[src/rtl/fetch_pkg.sv]
// Shared types and constants for the instruction fetch unit.
package fetch_pkg;

   localparam int unsigned XLEN = 32;
   localparam logic [XLEN-1:0] PC_INIT_DEFAULT = 32'h8000_0000;

   typedef struct packed {
      logic [XLEN-1:0] pc;
      logic [XLEN-1:0] instr;
   } fetch_entry_t;

endpackage

[src/rtl/fetch_fifo.sv]
// Small in-order FIFO with flush; the head is read straight from registered storage.
module fetch_fifo #(
   parameter int unsigned DEPTH = 2,
   parameter int unsigned WIDTH = 64,
   localparam int unsigned CNT_W = $clog2(DEPTH + 1),
   localparam int unsigned PTR_W = (DEPTH > 1) ? $clog2(DEPTH) : 1
) (
   input  logic             clk,
   input  logic             rst_n,
   input  logic             flush,
   input  logic             push,
   input  logic [WIDTH-1:0] push_data,
   input  logic             pop,
   output logic [WIDTH-1:0] head_data,
   output logic             full,
   output logic             empty,
   output logic [CNT_W-1:0] count
);

   logic [WIDTH-1:0] mem_q [DEPTH];
   logic [WIDTH-1:0] mem_d [DEPTH];
   logic [PTR_W-1:0] rd_ptr_q, rd_ptr_d;
   logic [PTR_W-1:0] wr_ptr_q, wr_ptr_d;
   logic [CNT_W-1:0] count_q, count_d;
   logic             do_push, do_pop;

   function automatic logic [PTR_W-1:0] ptr_inc(input logic [PTR_W-1:0] p);
      return (p == PTR_W'(DEPTH - 1)) ? '0 : p + PTR_W'(1);
   endfunction

   // Flush wins over both push and pop in the same cycle.
   always_comb begin
      do_push  = push && !flush;
      do_pop   = pop && !flush && (count_q != '0);
      mem_d    = mem_q;
      rd_ptr_d = rd_ptr_q;
      wr_ptr_d = wr_ptr_q;
      count_d  = count_q;
      if (flush) begin
         rd_ptr_d = '0;
         wr_ptr_d = '0;
         count_d  = '0;
      end else begin
         if (do_push) begin
            mem_d[wr_ptr_q] = push_data;
            wr_ptr_d        = ptr_inc(wr_ptr_q);
         end
         if (do_pop) begin
            rd_ptr_d = ptr_inc(rd_ptr_q);
         end
         count_d = count_q + CNT_W'(do_push) - CNT_W'(do_pop);
      end
   end

   always_ff @(posedge clk) begin
      if (!rst_n) begin
         rd_ptr_q <= '0;
         wr_ptr_q <= '0;
         count_q  <= '0;
      end else begin
         rd_ptr_q <= rd_ptr_d;
         wr_ptr_q <= wr_ptr_d;
         count_q  <= count_d;
      end
   end

   always_ff @(posedge clk) begin
      mem_q <= mem_d;
   end

   assign count     = count_q;
   assign empty     = (count_q == '0);
   assign full      = (count_q == CNT_W'(DEPTH));
   assign head_data = empty ? '0 : mem_q[rd_ptr_q];

   a_no_overflow: assert property (@(posedge clk) disable iff (!rst_n)
      !(push && !flush && full && !pop));

endmodule

[src/rtl/fetch_unit.sv]
// Instruction fetch: credit-limited sequential requests, in-order response buffer,
// redirect flush with stale-response dropping.
module fetch_unit
   import fetch_pkg::*;
#(
   parameter logic [XLEN-1:0] PC_INIT = PC_INIT_DEFAULT,
   parameter int unsigned     DEPTH   = 2
) (
   input  logic            clk,
   input  logic            rst_n,
   input  logic            redirect_valid,
   input  logic [XLEN-1:0] redirect_pc,
   output logic            mem_req_valid,
   input  logic            mem_req_ready,
   output logic [XLEN-1:0] mem_req_addr,
   input  logic            mem_resp_valid,
   input  logic [XLEN-1:0] mem_resp_data,
   output logic            instr_valid,
   input  logic            instr_ready,
   output logic [XLEN-1:0] instr,
   output logic [XLEN-1:0] instr_pc
);

   localparam int unsigned CNT_W   = $clog2(DEPTH + 1);
   localparam int unsigned SUM_W   = CNT_W + 1;
   localparam int unsigned ENTRY_W = $bits(fetch_entry_t);

   logic [XLEN-1:0]    fetch_pc_q, fetch_pc_d;
   logic [CNT_W-1:0]   outstanding_q, outstanding_d;
   logic [CNT_W-1:0]   drop_count_q, drop_count_d;

   logic               accept, live_resp, stale_resp;
   logic               buf_pop, buf_full, buf_empty;
   logic [CNT_W-1:0]   buf_count;
   logic [ENTRY_W-1:0] buf_head;
   fetch_entry_t       push_entry, head_entry;

   logic [XLEN-1:0]    addr_head;
   logic               addr_full, addr_empty;
   logic [CNT_W-1:0]   addr_count;

   // Credit uses registered counts only; a same-cycle pop or response frees nothing yet.
   assign mem_req_valid = ((SUM_W'(buf_count) + SUM_W'(outstanding_q)) < SUM_W'(DEPTH))
                          && !redirect_valid;
   assign mem_req_addr  = fetch_pc_q;

   always_comb begin
      accept        = mem_req_valid && mem_req_ready;
      stale_resp    = mem_resp_valid && (drop_count_q != '0);
      live_resp     = mem_resp_valid && (drop_count_q == '0) && !redirect_valid;
      fetch_pc_d    = fetch_pc_q;
      drop_count_d  = drop_count_q;
      outstanding_d = outstanding_q + CNT_W'(accept) - CNT_W'(mem_resp_valid);
      if (redirect_valid) begin
         fetch_pc_d   = redirect_pc & ~XLEN'(3);
         drop_count_d = outstanding_q - CNT_W'(mem_resp_valid);
      end else begin
         if (accept) begin
            fetch_pc_d = fetch_pc_q + XLEN'(4);
         end
         if (stale_resp) begin
            drop_count_d = drop_count_q - CNT_W'(1);
         end
      end
   end

   always_ff @(posedge clk) begin
      if (!rst_n) begin
         fetch_pc_q    <= PC_INIT;
         outstanding_q <= '0;
         drop_count_q  <= '0;
      end else begin
         fetch_pc_q    <= fetch_pc_d;
         outstanding_q <= outstanding_d;
         drop_count_q  <= drop_count_d;
      end
   end

   // Addresses of live in-flight requests, paired with responses in order.
   fetch_fifo #(.DEPTH(DEPTH), .WIDTH(XLEN)) u_addr_fifo (
      .clk       (clk),
      .rst_n     (rst_n),
      .flush     (redirect_valid),
      .push      (accept),
      .push_data (fetch_pc_q),
      .pop       (live_resp),
      .head_data (addr_head),
      .full      (addr_full),
      .empty     (addr_empty),
      .count     (addr_count)
   );

   assign push_entry = '{pc: addr_head, instr: mem_resp_data};
   assign buf_pop    = instr_valid && instr_ready;

   fetch_fifo #(.DEPTH(DEPTH), .WIDTH(ENTRY_W)) u_instr_buf (
      .clk       (clk),
      .rst_n     (rst_n),
      .flush     (redirect_valid),
      .push      (live_resp),
      .push_data (push_entry),
      .pop       (buf_pop),
      .head_data (buf_head),
      .full      (buf_full),
      .empty     (buf_empty),
      .count     (buf_count)
   );

   assign head_entry  = fetch_entry_t'(buf_head);
   assign instr_valid = !buf_empty;
   assign instr       = head_entry.instr;
   assign instr_pc    = head_entry.pc;

   // Every outstanding request is either stale (drop_count) or tracked by the address FIFO.
   a_track_balance: assert property (@(posedge clk) disable iff (!rst_n)
      (SUM_W'(addr_count) + SUM_W'(drop_count_q)) == SUM_W'(outstanding_q));
   a_buf_overflow: assert property (@(posedge clk) disable iff (!rst_n)
      !(live_resp && buf_full));
   a_addr_overflow: assert property (@(posedge clk) disable iff (!rst_n)
      !(accept && addr_full));
   a_addr_underflow: assert property (@(posedge clk) disable iff (!rst_n)
      !(live_resp && addr_empty));

endmodule
[config.mk]
export PLATFORM = sky130hd
export DESIGN_NAME = fetch_unit
export DESIGN_NICKNAME = d
export VERILOG_FILES = /design/src/rtl/fetch_pkg.sv /design/src/rtl/fetch_fifo.sv /design/src/rtl/fetch_unit.sv
export SDC_FILE = /design/constraint.sdc
export NUM_CORES = 1
export LEC_CHECK = 0
export ABC_AREA = 1
export ABC_CLOCK_PERIOD_IN_PS = 6000
export CAP_MARGIN = 5
export CORE_MARGIN = 10
export CORE_UTILIZATION = 39
export CTS_CLUSTER_DIAMETER = 50
export DETAILED_ROUTE_END_ITERATION = 12
export SYNTH_ARGS = -nofsm -noshare
export SYNTH_HDL_FRONTEND = slang
export SYNTH_SLANG_ARGS = --single-unit
[constraint.sdc]
create_clock -name clk -period 6 [get_ports clk]
set_input_delay 1.2 -clock clk [delete_from_list [all_inputs] [get_ports clk]]
set_output_delay 1.2 -clock clk [all_outputs]
set_load 0.005 [all_outputs]
; ---- Word level (Yosys, flattened, before mapping)
; Cells that the tools add are included.
[totals]
reg_bits = 236
input_bits = 70
out_inout_bits = 98
elab_cells = 89
[classes]
addsub = 14
order_cmp = 7
n_mux = 22
n_bitwise = 6
n_reduce_logical = 26
[ops]
columns = operator, n
row1 = $mux 64, 5
row2 = $mux 32, 7
row3 = $bwmux 128, 1
row4 = $bwmux 64, 1
row5 = $demux 64 s1, 1
row6 = $add 32x3->32 const B, 1
row7 = $demux 32 s1, 1
row8 = $logic_and 1x1->1, 13
row9 = $reduce_bool 2->1, 5
row10 = $ge 2x2->1 const B, 4
row11 = $not 1->2, 4
row12 = $sub 2x1->2, 4
row13 = $add 2x1->2, 3
row14 = $logic_not 2->1, 3
row15 = $add 1x1->1 const B, 4
row16 = $lt 2x1->1 const B, 2
row17 = $mux 1, 4
row18 = $mux 2, 2
row19 = $reduce_and 2->1, 2
row20 = $add 2x2->3, 1
row21 = $lt 3x2->1 const B, 1
row22 = $logic_not 1->1, 2
row23 = $not 1->1, 2
row24 = $reduce_or 2->1, 1
row25 = $sub 2x1->2 const B, 1

; ---- Depth between registers and ports, before layout
[logic_depth]
depth_word = 7
depth_mapped = 11

; ---- Modules after synthesis
; Synthesis repeated with hierarchy kept, for this count alone.
[unflattened]
cells_unflattened = 991
area_unflattened_um2 = 10266.1
[by_module_without_submodules]
columns = mod, instances, cells_each, area_each_um2, seq_area_each_um2
row1 = fetch_fifo (u_instr_buf), 1, 379, 5021.1, 3923.8
row2 = fetch_fifo (u_addr_fifo), 1, 209, 2775.2, 2001.9
row3 = fetch_unit, 1, 403, 2469.9, 680.7

; ---- Worst setup path after synthesis
; Ideal clock, no wire load.
[synth_path]
kind = input to register
from = in redirect_valid
to = reg u_instr_buf.mem_q[0] in the netlist's numbering, enable pin
arrival_time_ps = 4276
required_time_ps = 5516
path_slack_ps = 1240
cell_stages = 4
n_path_buf = 1
cell_sequence = buf_6 > inv_1 > nand3_1 > nor2_1
[synth_between]
elab_chain_cells = 4
elab_cells_between_ends = 5
[synth_lines]
columns = item, line_no
row1 = from (decl), fetch_unit.sv:11  ; input logic redirect_valid,
row2 = $logic_not 1->1, "fetch_fifo.sv:33, fetch_unit.sv:50"
row3 = $logic_and 1x1->1, fetch_unit.sv:50  ; live_resp = mem_resp_valid && (drop_count_q == '0) && !redirect_valid;
row4 = $logic_and 1x1->1, fetch_fifo.sv:33  ; do_push = push && !flush;
row5 = $reduce_and 2->1 (no source line) *, n/a
row6 = to (signal assigned), fetch_fifo.sv:68  ; mem_q <= mem_d;
row7 = to (decl), fetch_fifo.sv:20  ; logic [WIDTH-1:0] mem_q [DEPTH];
; Every way passes the cells marked *; elsewhere a longest branch is shown, timed or not.
; A chain may end at the register's enable or synchronous reset.

; ---- Worst setup path in the final report
[layout_path]
from = reg u_instr_buf.count_q[1] (netlist: u_instr_buf.count[1])
to = out instr_pc[19]
[layout_between]
elab_chain_cells = 2
[layout_lines]
columns = item, line_no
row1 = from (decl), fetch_fifo.sv:24  ; logic [CNT_W-1:0] count_q, count_d;
row2 = from (signal assigned), fetch_fifo.sv:63  ; count_q <= count_d;
row3 = $logic_not 2->1, fetch_fifo.sv:72  ; assign empty = (count_q == '0);
row4 = $mux 64, fetch_fifo.sv:74  ; assign head_data = empty ? '0 : mem_q[rd_ptr_q];
row5 = to (decl), fetch_unit.sv:21  ; output logic [XLEN-1:0] instr_pc
; No other way between the ends.

==> results.rst <==
.. list-table::
   :header-rows: 1

   * - Metric
     - Value
   * - #FFs+latches synth
     - 226
   * - Insertion delay of the later-clocked pin in the worst-skew pair
     - 0.52 ns
   * - Floorplan die area
     - 0.0315 mm²
   * - GRT Total Usage
     - 14.3%
   * - Routability-driven placement congestion ratio
     - 0.942
   * - Deepest clock path buffer count
     - 3
   * - Total number of H-tree levels
     - 1
   * - Number of vias per cell
     - 4.82
   * - Buffer cell driving the clock tree root
     - sky130_fd_sc_hd__clkbuf_16
   * - Path type of the worst min-delay path
     - reg -> reg
   * - Largest vdd supply drop
     - 0.173 mV
   * - Arrival time of data at the critical path endpoint
     - 2.77 ns
   * - Number of sinks on the clock net
     - 226
   * - Power density over cell area
     - 293 mW/mm²
   * - Depth of the worst register-to-register path
     - 10
   * - Number of I/O pins
     - 168
   * - Clk pin slew, worst setup/hold paths
     - 0.06 ns
   * - Clock tree from TritonCTS
     - done
   * - Upper clock frequency limit
     - 252 MHz
   * - Final design area excluding fillers
     - 0.0124 mm²
   * - Setup violators final
     - 0
   * - Via count of the first global-routing pass
     - 6,556
   * - RSZ-0062 raised after global routing
     - no
   * - Post-layout worst setup margin
     - 2.03 ns
   * - Multiplexer area fraction after synthesis
     - 0%
   * - Starting density of the core
     - 39.7%
   * - Starting DRC count in detailed routing
     - 444
   * - DRT Pass-1 Iters
     - 5
   * - Min Clock Period, post-route
     - 3.97 ns
   * - Largest family of logic cells by synthesized area
     - simple AND/OR/NAND/NOR gates
   * - CP Data Required Time
     - 4.80 ns
   * - Post-Synth Adder-Cell Area
     - 1.37%
   * - Worst slew margin relative to its limit
     - 29.9%
   * - Gate count after technology mapping
     - 933
   * - Synth Area in XOR/XNOR
     - 1.27%
   * - Average cell area after synthesis
     - 10.4 µm²
   * - Setup slack on the worst flop-to-flop path
     - 3.41 ns
   * - Pleak
     - 4.39 nW
   * - Count of cell types in the netlist
     - 38
   * - Portion of the post-synthesis area used by sequential elements
     - 65.9%
   * - Fin nets
     - 1,171
   * - Most common cell after layout, fill and taps aside
     - sky130_fd_sc_hd__nand2_1
   * - Pin count of the biggest net entering global routing
     - 65
   * - Routed WL
     - 23,400 µm
   * - Die height
     - 177 µm
   * - Site row count
     - 57
   * - Aggregate global routing overflow
     - 0
   * - Fraction of final layout cells with drive strength greater than 1
     - 7.84%
   * - Number of violations of the max-capacitance limit
     - 0
   * - Core Region
     - 0.0243 mm²
   * - Tightest Pin Transition
     - 1.05 ns
   * - Core utilization of the finished layout
     - 51.1%
   * - Hold-fix buffers at CTS
     - 0
   * - CP max FO
     - 40
   * - Kind of critical path
     - reg -> out
   * - Number of setup buffers added after CTS
     - 0
   * - Share of the cycle needed by the critical path after routing
     - 66.2%
   * - Pre-CTS WS
     - 2.04 ns
   * - Area post-placement
     - 0.0116 mm²
   * - Max-slew violations
     - 0
   * - Input/output buffers
     - 161
   * - Clock tree skew after final layout
     - 0.00951 ns
   * - Vias
     - 6,908
   * - First-pass GRT wire length
     - 35,900 µm
   * - Post-synthesis share of cell area spent on and, or, nand and nor gates
     - 18.3%
   * - Endpoint of the most critical setup path
     - instr_pc[19]
   * - Worst reg2reg path startpoint
     - u_instr_buf.count[0]
   * - Hold violation total from the final report
     - 0
   * - HPWL after DPL
     - 15,500 µm
   * - Run status
     - completed
   * - Post-DR wirelength/cell
     - 16.3 µm
   * - Complex-gate fraction of the synthesized area
     - 9.07%
   * - Post-DRT Antenna Nets
     - 0
   * - Post-synthesis to final-layout area growth
     - 28.7%
   * - Clock buffer count from CTS
     - 27
   * - Setup total negative slack
     - 0 ns
   * - Element type at the critical path end
     - output port
   * - YS warnings
     - 0
   * - First element of the critical path
     - u_instr_buf.count[1]
   * - Diode count
     - 0
   * - Kind of launch point of the worst setup path
     - flop
   * - Post-synthesis instance area
     - 0.00966 mm²
   * - PostCTS Resize Cnt
     - 0
   * - Post-route DRC
     - 0
   * - Commonest cells after routing, fill and taps aside
     - sky130_fd_sc_hd__nand2_1 (312), sky130_fd_sc_hd__edfxtp_1 (184), sky130_fd_sc_hd__clkdlybuf4s50_1 (161), sky130_fd_sc_hd__a21oi_1 (129), sky130_fd_sc_hd__nor2_1 (59)
   * - Horiz. Die Dim
     - 177 µm
   * - Antenna violations before repair
     - 0
   * - Capture instance of the worst register-to-register path
     - u_addr_fifo.count[1]
state kept, by name, summed over array words and instances (netlist names):
signal / flops
u_instr_buf.mem_q: 124
u_addr_fifo.mem_q: 60
mem_req_addr: 30
drop_count_q: 2
outstanding_q: 2
u_addr_fifo.count: 2
u_instr_buf.count: 2
u_addr_fifo.rd_ptr_q: 1
u_addr_fifo.wr_ptr_q: 1
u_instr_buf.rd_ptr_q: 1
u_instr_buf.wr_ptr_q: 1
critical path, cell delays in order, from the launching register on:
cell and delay [ns]:
sky130_fd_sc_hd__dfxtp_1 0.37, sky130_fd_sc_hd__nor2_4 0.80, sky130_fd_sc_hd__buf_4 0.43, sky130_fd_sc_hd__a21oi_1 0.08
sky130_fd_sc_hd__clkdlybuf4s50_1 0.52
cell usage after synthesis:
cell type	count	share of area [%]
sky130_fd_sc_hd__inv_1	42	1.6
sky130_fd_sc_hd__nand3_1	22	1.1
sky130_fd_sc_hd__or2_2	3	0.19
sky130_fd_sc_hd__o211ai_1	2	0.16
sky130_fd_sc_hd__edfxtp_1	184	57
sky130_fd_sc_hd__buf_6	3	0.35
sky130_fd_sc_hd__nor3_4	1	0.17
sky130_fd_sc_hd__a21boi_0	6	0.47
sky130_fd_sc_hd__o21ai_0	4	0.21
sky130_fd_sc_hd__buf_4	5	0.39
sky130_fd_sc_hd__nor3b_1	1	0.078
sky130_fd_sc_hd__a22oi_1	5	0.39
sky130_fd_sc_hd__nand3_2	1	0.10
sky130_fd_sc_hd__nand2_2	4	0.26
sky130_fd_sc_hd__nor2_4	5	0.58
sky130_fd_sc_hd__a21oi_1	129	6.7
sky130_fd_sc_hd__ha_1	9	1.2
sky130_fd_sc_hd__inv_2	5	0.19
sky130_fd_sc_hd__xor2_1	7	0.63
sky130_fd_sc_hd__xnor2_1	7	0.63
sky130_fd_sc_hd__nand2_4	4	0.47
sky130_fd_sc_hd__o221ai_1	2	0.18
sky130_fd_sc_hd__nor2_2	6	0.39
sky130_fd_sc_hd__nor3_1	2	0.10
sky130_fd_sc_hd__nand3b_1	2	0.16
sky130_fd_sc_hd__nor2_1	64	2.5
sky130_fd_sc_hd__conb_1	1	0.039
sky130_fd_sc_hd__o21bai_1	4	0.31
sky130_fd_sc_hd__buf_2	3	0.16
sky130_fd_sc_hd__nand2_1	312	12
sky130_fd_sc_hd__clkbuf_1	34	1.3
sky130_fd_sc_hd__a21oi_2	1	0.091
sky130_fd_sc_hd__and2_1	1	0.065
sky130_fd_sc_hd__fa_1	1	0.21
sky130_fd_sc_hd__a31oi_1	6	0.39
sky130_fd_sc_hd__o21ai_1	2	0.10
sky130_fd_sc_hd__o21ai_2	1	0.091
sky130_fd_sc_hd__dfxtp_1	42	8.7
stage by stage:
step	instances	hold slack [ns]	total power, mW
6_report	1434	0.481	3.64
5_1_grt	1434	0.525	3.79
2_1_floorplan	936	0.452	1.98
3_3_place_gp	1386	0.470	2.14
3_5_place_dp	1386	0.469	2.15
4_1_cts	1434	0.482	3.69
final cells by class:
| class | count | area (µm²) |
|---|---|---|
| timing repair buffer | 171 | 1690 |
| sequential | 226 | 6370 |
| clock inverter | 14 | 146 |
| inverter | 47 | 176 |
| clock buffer | 34 | 702 |
| fill | 2185 | 11900 |
| tap | 324 | 405 |
| multi-input combinational | 618 | 2950 |
routing by layer:
layer | global-route usage (%) | up-vias | part of all wire, %
met5 | 0 | - | 0
met4 | 3.79 | 0 | 1.8
met3 | 3.68 | 32 | 8.0
li1 | - | 3471 | -
met1 | 19.4 | 3181 | 46
met2 | 22.2 | 224 | 44
how the worst min path moves through the flow:
stage / start / end / slack [ns] / cells past startpoint
final: u_addr_fifo.count[1] / u_addr_fifo.count[1] / 0.48 / 2
after floorplan: u_addr_fifo.count[1] / u_addr_fifo.count[1] / 0.45 / 2
after global routing: u_addr_fifo.count[1] / u_addr_fifo.count[1] / 0.53 / 2
after global placement: u_addr_fifo.count[1] / u_addr_fifo.count[1] / 0.47 / 2
after detailed placement: u_addr_fifo.count[1] / u_addr_fifo.count[1] / 0.47 / 2
after CTS: u_addr_fifo.count[1] / u_addr_fifo.count[1] / 0.48 / 2
cell families (layout without fill, tap and decap cells):
kind of cell               count (synthesis)  after routing
and+or+nand+nor                          428            428
DFF                                      226            226
xor gates and xnor gates                  14             14
buffers and inverters                     92            266
AOI/OAI and AO/OA                        162            162
adders and majority gates                 10             10
other                                      1              4
power breakdown:
part	internal, mW	switching [mW]	leakage (nW)
clock network	0.921	0.610	0.414
registers	1.77	0.0463	2.02
logic	0.141	0.156	1.95
total	2.83	0.812	4.39
No activity file was read; power rests on OpenSTA's default activity.
